File: config.mk
export PLATFORM = sky130hd
export DESIGN_NAME = lemmings_world
export DESIGN_NICKNAME = d
export VERILOG_FILES = /design/src/rtl/lemmings_world.sv
export SDC_FILE = /design/constraint.sdc
export NUM_CORES = 1
export LEC_CHECK = 0
export CORE_MARGIN = 1.5
export CORE_UTILIZATION = 30
export CTS_BUF_LIST = sky130_fd_sc_hd__clkbuf_8
export DETAILED_ROUTE_END_ITERATION = 8
export RECOVER_POWER = 100
export SYNTH_ARGS = -nofsm -noshare
export SYNTH_HDL_FRONTEND = slang
export SYNTH_SLANG_ARGS = --single-unit
File: constraint.sdc
create_clock -name clk -period 4.5 [get_ports clk]
set_clock_uncertainty 0.1 [all_clocks]
set_input_delay 1.35 -clock clk [delete_from_list [all_inputs] [get_ports clk]]
set_output_delay 1.35 -clock clk [all_outputs]
set_load 0.02 [all_outputs]
File: src/rtl/lemmings_world.sv
// lemmings_world: 1-D terrain height map and lemming position model that closes the loop around the walker FSM.
// Define LEMMINGS_WORLD_DIG_EN to let sustained digging remove terrain levels.
module lemmings_world #(
    parameter int unsigned WIDTH      = 16,
    parameter int unsigned DEPTH      = 32,
    parameter int unsigned DIG_CYCLES = 4,
    localparam int unsigned XW = $clog2(WIDTH),
    localparam int unsigned YW = $clog2(DEPTH)
) (
    input  logic          clk,
    input  logic          areset,
    input  logic          walk_left,
    input  logic          walk_right,
    input  logic          aaah,
    input  logic          digging,
    input  logic          dig_req,
    input  logic          cfg_we,
    input  logic [XW-1:0] cfg_col,
    input  logic [YW-1:0] cfg_h,
    input  logic          start,
    input  logic [XW-1:0] start_x,
    input  logic [YW-1:0] start_y,
    output logic          bump_left,
    output logic          bump_right,
    output logic          ground,
    output logic          dig,
    output logic [XW-1:0] pos_x,
    output logic [YW-1:0] pos_y,
    output logic [7:0]    fall_len
);

    localparam logic [XW-1:0] XMAX = XW'(WIDTH - 1);

    logic [YW-1:0] floor_q [WIDTH];
    logic [XW-1:0] pos_x_q, pos_x_d;
    logic [YW-1:0] pos_y_q, pos_y_d;
    logic [7:0]    fall_len_q, fall_len_d;
    logic          bump_left_q, bump_left_d;
    logic          bump_right_q, bump_right_d;
    logic          dig_q;
    logic [YW-1:0] cur_floor, left_floor, right_floor;
    logic [XW-1:0] start_x_clamped;
    logic          dig_remove;

    assign cur_floor       = floor_q[pos_x_q];
    assign left_floor      = floor_q[pos_x_q - XW'(1)];
    assign right_floor     = floor_q[pos_x_q + XW'(1)];
    assign start_x_clamped = (32'(start_x) >= WIDTH) ? XMAX : start_x;

`ifdef LEMMINGS_WORLD_DIG_EN
    localparam int unsigned CW = (DIG_CYCLES > 1) ? $clog2(DIG_CYCLES) : 1;

    logic [CW-1:0] dig_cnt_q, dig_cnt_d;

    // Counter restarts whenever digging is not the winning walker action.
    always_comb begin
        dig_cnt_d  = '0;
        dig_remove = 1'b0;
        if (!start && !aaah && digging) begin
            if (dig_cnt_q == CW'(DIG_CYCLES - 1)) begin
                dig_remove = (cur_floor != '0);
            end else begin
                dig_cnt_d = dig_cnt_q + CW'(1);
            end
        end
    end

    always_ff @(posedge clk or posedge areset) begin
        if (areset) begin
            dig_cnt_q <= '0;
        end else begin
            dig_cnt_q <= dig_cnt_d;
        end
    end
`else
    assign dig_remove = 1'b0;
`endif

    always_comb begin
        pos_x_d      = pos_x_q;
        pos_y_d      = pos_y_q;
        fall_len_d   = fall_len_q;
        bump_left_d  = 1'b0;
        bump_right_d = 1'b0;
        if (start) begin
            pos_x_d    = start_x_clamped;
            pos_y_d    = start_y;
            fall_len_d = '0;
        end else if (aaah) begin
            if (pos_y_q > cur_floor) begin
                pos_y_d = pos_y_q - YW'(1);
                if (fall_len_q != '1) begin
                    fall_len_d = fall_len_q + 8'd1;
                end
            end
        end else if (!digging) begin
            if (walk_left) begin
                fall_len_d = '0;
                if (pos_x_q == '0 || left_floor > pos_y_q) begin
                    bump_left_d = 1'b1;
                end else begin
                    pos_x_d = pos_x_q - XW'(1);
                end
            end else if (walk_right) begin
                fall_len_d = '0;
                if (pos_x_q == XMAX || right_floor > pos_y_q) begin
                    bump_right_d = 1'b1;
                end else begin
                    pos_x_d = pos_x_q + XW'(1);
                end
            end
        end
    end

    always_ff @(posedge clk or posedge areset) begin
        if (areset) begin
            pos_x_q      <= '0;
            pos_y_q      <= '0;
            fall_len_q   <= '0;
            bump_left_q  <= 1'b0;
            bump_right_q <= 1'b0;
            dig_q        <= 1'b0;
        end else begin
            pos_x_q      <= pos_x_d;
            pos_y_q      <= pos_y_d;
            fall_len_q   <= fall_len_d;
            bump_left_q  <= bump_left_d;
            bump_right_q <= bump_right_d;
            dig_q        <= dig_req;
        end
    end

    // A configuration write to the column being dug overrides the removal.
    always_ff @(posedge clk or posedge areset) begin
        if (areset) begin
            for (int unsigned i = 0; i < WIDTH; i++) begin
                floor_q[i] <= '0;
            end
        end else begin
            if (dig_remove) begin
                floor_q[pos_x_q] <= cur_floor - YW'(1);
            end
            if (cfg_we) begin
                floor_q[cfg_col] <= cfg_h;
            end
        end
    end

    assign ground     = (pos_y_q <= cur_floor);
    assign bump_left  = bump_left_q;
    assign bump_right = bump_right_q;
    assign dig        = dig_q;
    assign pos_x      = pos_x_q;
    assign pos_y      = pos_y_q;
    assign fall_len   = fall_len_q;

endmodule

Word-level counts from Yosys, hierarchy flattened:

Cells that the tools add are included.

* reductions and logical operators: 11
* equal/unequal tests: 9
* bitwise gates (word level): 4
* order comparisons: 9
* mux-type cells: 40
* add/sub/neg operators: 4

Operators with widths (number)
* 80-bit bitwise mux: 1
* 5-bit binary-select mux with 4-bit select: 3
* 8-bit two-way mux: 7
* 5-bit two-way mux: 10
* 4-bit two-way mux: 7
* 5-bit demux with 4-bit select: 1
* 5-bit >= comparator, second input constant: 4
* 4-bit inverter with 5-bit output: 4
* 5-bit > comparator: 3
* 1-bit two-way mux: 11
* 8-bit by 1-bit adder with 8-bit output, second input constant: 1
* 8-bit != test, second input constant: 1
* 3-bit by 1-bit != test with 1-bit output, second input constant: 2
* 3-bit != test, second input constant: 2
* 5-bit <= comparator: 1
* 5-bit by 1-bit less-than comparator with 1-bit output, second input constant: 1
* 5-bit AND reduction: 1
* 5-bit by 1-bit subtractor with 5-bit output, second input constant: 1
* 4-bit by 1-bit adder with 4-bit output, second input constant: 1
* 4-bit == test, second input constant: 1
* 4-bit zero test: 1
* 2-bit by 1-bit != test with 1-bit output, second input constant: 2
* 4-bit AND reduction: 1
* 2-bit nonzero test: 2
* other kinds (7): 8

* output and inout port bits: 21
* input bits: 27
* flip-flop bits (word level): 100
* logic and storage cells: 99

Logic depth before layout (Yosys ltp):

* depth after elaboration: 13
* depth in mapped cells: 18
* mapped depth without buffers: 13

Worst setup path before layout:

No wires, ideal clock.

* path kind: reg-to-output
* start point: register pos_x_q[0], in the netlist pos_x[0]
* end point: output ground
* buffers on the path: 3
* stages on the path, launching flop included: 11
* slack: -0.009 ns
* data required time: 3.050 ns
* arrival time: 3.059 ns
* cell sequence: dfrtp_1 -> buf_6 -> buf_8 -> buf_12 -> mux4_2 -> a221oi_1 -> ha_1 -> a21o_1 -> a21o_1 -> a211oi_4 -> nand2b_1

* cells in the longest elaborated chain, start to end: 5

RTL lines
* start: declaration: line 35 `logic [XW-1:0] pos_x_q, pos_x_d;`
* start signal: assignment: line 124 `pos_x_q <= pos_x_d;`
* 4-bit inverter with 5-bit output
* 5-bit binary-select mux with 4-bit select: line 45 `assign cur_floor = floor_q[pos_x_q];`
* 5-bit two-way mux (implied by the code) (2 in series): line 45
* 5-bit <= comparator: line 149 `assign ground = (pos_y_q <= cur_floor);`
* end: declaration: line 25 `output logic ground,`

Every way passes these cells. The select of a mux whose other input is x is not followed.

Worst setup path in the final report:

Ends and elaborated chain as after synthesis.

==> run_results.csv <==
group,metric,value,unit
yosys,synth_area,6575,um^2
routing,vias,4718,
clocking,cts_tree,"done",
final_layout,instances_no_fill,856,
routing,wl,17730,um
final_layout,final_cell_mix,"dfrtp_1 (99), mux2_2 (81), mux4_2 (59)",
timing,setup_viol,1,
critical_path,rrSetupSlack,190,ps
floorplanning,initial_core_util,30.89,%
routing,route.detailed.wl_per_inst,20.71,um
place,port_buffers,47,
global_route,gr-usage-all-layers,16.44,%
clocking,cts_sinks,100,
floorplanning,core_area,21290,um^2
timing,fin_ws,-52.97,ps
yosys,ys_top_cells_by_area,"dfrtp_1 (38%), mux4_2 (20%), mux2_2 (14%)",
critical_path,endpoint_kind,"primary output",
routing,drt-initial-drc-count,342,
floorplanning,die_x,151.0,um
yosys,synth_edf_count,0,
yosys,ys_ff_latch,100,
global_route,grt_max_degree,78,
final_layout,design_area,8008,um^2
yosys,avgSynthCellArea,13.42,um^2
run_status,outcome,"finished, violations left",
final_layout,final_util,37.62,%
place,place.gp.congestion,0.8426,
global_route,antenna_found_initial,0,
place,place_area,7515,um^2
power,irDropWorstVdd,0.2484,mV
final_layout,fin_nets,623,
hold_path,worst_hold_path_type,"reg2reg",
clocking,insertion_delay,390,ps
yosys,synthFlopType,"dfrtp_1",
clocking,cts_buffer_depth,2,
yosys,synth_warnings,0,
critical_path,critPathMaxFanout,6,
critical_path,crit_required,3050,ps
routing,via_per_inst,5.512,
yosys,ys_types,55,
run_status,violations,"max-capacitance violations, max-slew violations, negative setup slack",
floorplanning,die_y,151.0,um
place,dp_cells,823,
global_route,grt-ovfl-total,0,
timing,rsz0062_at_grt,"true",
yosys,synthArstFlopShare,100.0,%
final_layout,antenna_cells,0,
yosys,syn_nets,537,
clocking,cts_buffers,9,
final_layout,nFillCells,1985,
final_layout,final_common_cell,"dfrtp_1",
power,p_per_area,716.1,nW/um^2
power,power,0.005734,W
global_route,grt_pass1_vias,4911,
final_layout,drive_above_1_share,41.65,%
clocking,clk_pin_slew,100,ps
routing,drc_errors,0,
critical_path,cp_data_arrival_time,3100,ps
global_route,grt_pass1_wl,28270,um
critical_path,startpoint_type,"flop",
floorplanning,die_area,22810,um^2
timing,report.final.hold_viol_count,0,
yosys,yosysSeqAreaShare,38.06,%
power,total_leakage_power,3.310,nW
floorplanning,io_pins,48,
timing,timing.setup.tns,-52.97,ps
clocking,h-tree-depth,3,
place,dp_hpwl,13210,um
timing,drv_slew,78,
critical_path,critical_path_class,"reg2out",
flow_run,maxCapViolations,1,
routing,ant_nets,0,
timing,period_share,101.2,%
floorplanning,rows,53,
yosys,syn_inst,490,
final_layout,area_growth_syn_to_layout,21.79,%
timing,worst_pin_slew,1687,ps
timing,slew_headroom,-12.50,%
yosys,yosysTopAreaCell,"dfrtp_1",
yosys,synth_top_area_share,38.06,%
clocking,ctsRootBufferMaster,"clkbuf_8",
timing,clock.fmax,219.6,MHz
routing,drt_pass1_iterations,4,
timing,period_needed,4553,ps
worst max-delay path, stage by stage (launching register included):
cell,delay [ps]
dfrtp_4,540
buf_6,150
buf_6,110
buf_4,130
mux4_2,440
a221oi_2,280
ha_1,290
a21o_1,210
a211oi_4,270
nand2b_4,170
buf_6,110
routing by layer:
metal  global-route usage (%)  share of wire (%)
met4                    5.971                2.4
met5                        0                  0
met3                    2.831                4.7
met1                    21.35                 44
met2                    27.51                 49
registers in the layout, summed over array words and instances (netlist names):
signal	count
dig	1
pos_y	5
bump_right	1
floor_q	80
pos_x	4
fall_len	8
bump_left	1
cell families (layout without fill, tap and decap cells):
| group | after synthesis | count (layout) | synth area share (%) |
|---|---|---|---|
| multiplexers | 163 | 163 | 37.85 |
| AND/OR/NAND/NOR | 103 | 103 | 7.916 |
| flip-flops | 100 | 100 | 38.06 |
| AO/OA/AOI/OAI | 47 | 47 | 6.432 |
| buffers and inverters | 43 | 134 | 3.958 |
| adder cells (fa/ha/maj) | 20 | 20 | 3.806 |
| XOR/XNOR | 14 | 14 | 1.979 |
path summary, 6_finish.rpt:
check / from / cells past startpoint / end
max in group asynchronous: areset / 3 / floor_q[71]
worst min-delay path: floor_q[25] / 1 / floor_q[25]
worst max-delay path: pos_x[0] / 10 / ground
min in group asynchronous: areset / 2 / floor_q[23]
worst min register to register: floor_q[25] / 1 / floor_q[25]
worst max register to register: pos_x[0] / 15 / pos_x[0]
synth_stat cells, types with 3 or more instances:
cell	number
dfrtp_1	100
mux2_2	82
mux4_2	59
nor2_1	35
mux2i_1	21
ha_1	20
nand2_1	15
inv_1	13
a221oi_1	12
nand3_1	12
xnor2_1	12
clkbuf_1	11
buf_2	8
nand2b_1	7
buf_6	6
nor3_1	6
a21o_1	5
and3_1	5
o21ai_1	5
a21oi_1	4
nor3b_1	4
a31oi_1	3
nor2_2	3
o21ai_0	3
or2_2	3
per-stage QoR:
step	setup slack (ps)	hold slack, ps
4_1_cts	-2.245	466.0
3_3_place_gp	-56.07	433.3
3_5_place_dp	-150.7	443.0
6_report	-52.97	450.8
5_1_grt	-171.0	494.3
2_1_floorplan	14.40	409.2
final cells by class:
class | instances | area (um^2) | share of cell area (%)
timing repair buffer | 103 | 958.4 | 11.97
clock inverter | 5 | 58.81 | 0.7344
inverter | 15 | 56.30 | 0.7031
clock buffer | 11 | 151.4 | 1.891
multi-input combinational | 347 | 3933 | 49.11
tap | 275 | 344.1 | 4.297
sequential | 100 | 2506 | 31.30
power by group:
| group | leakage [nW] | total, W | internal [W] | switching [W] |
|---|---|---|---|---|
| sequential | 1.24 | 0.00136 | 0.00110 | 0.000252 |
| combinational | 1.97 | 0.00375 | 0.00208 | 0.00168 |
| clock | 0.107 | 0.000626 | 0.000289 | 0.000337 |
| total | 3.31 | 0.00573 | 0.00347 | 0.00227 |
what timing repair did:
action	in CTS	in global routing
hold buffers	0	0
setup buffers	3	14
pin swaps	2	15
gates resized for setup	15	16
endpoints found under the setup margin	5	3
(Power assumes the default switching activity.)
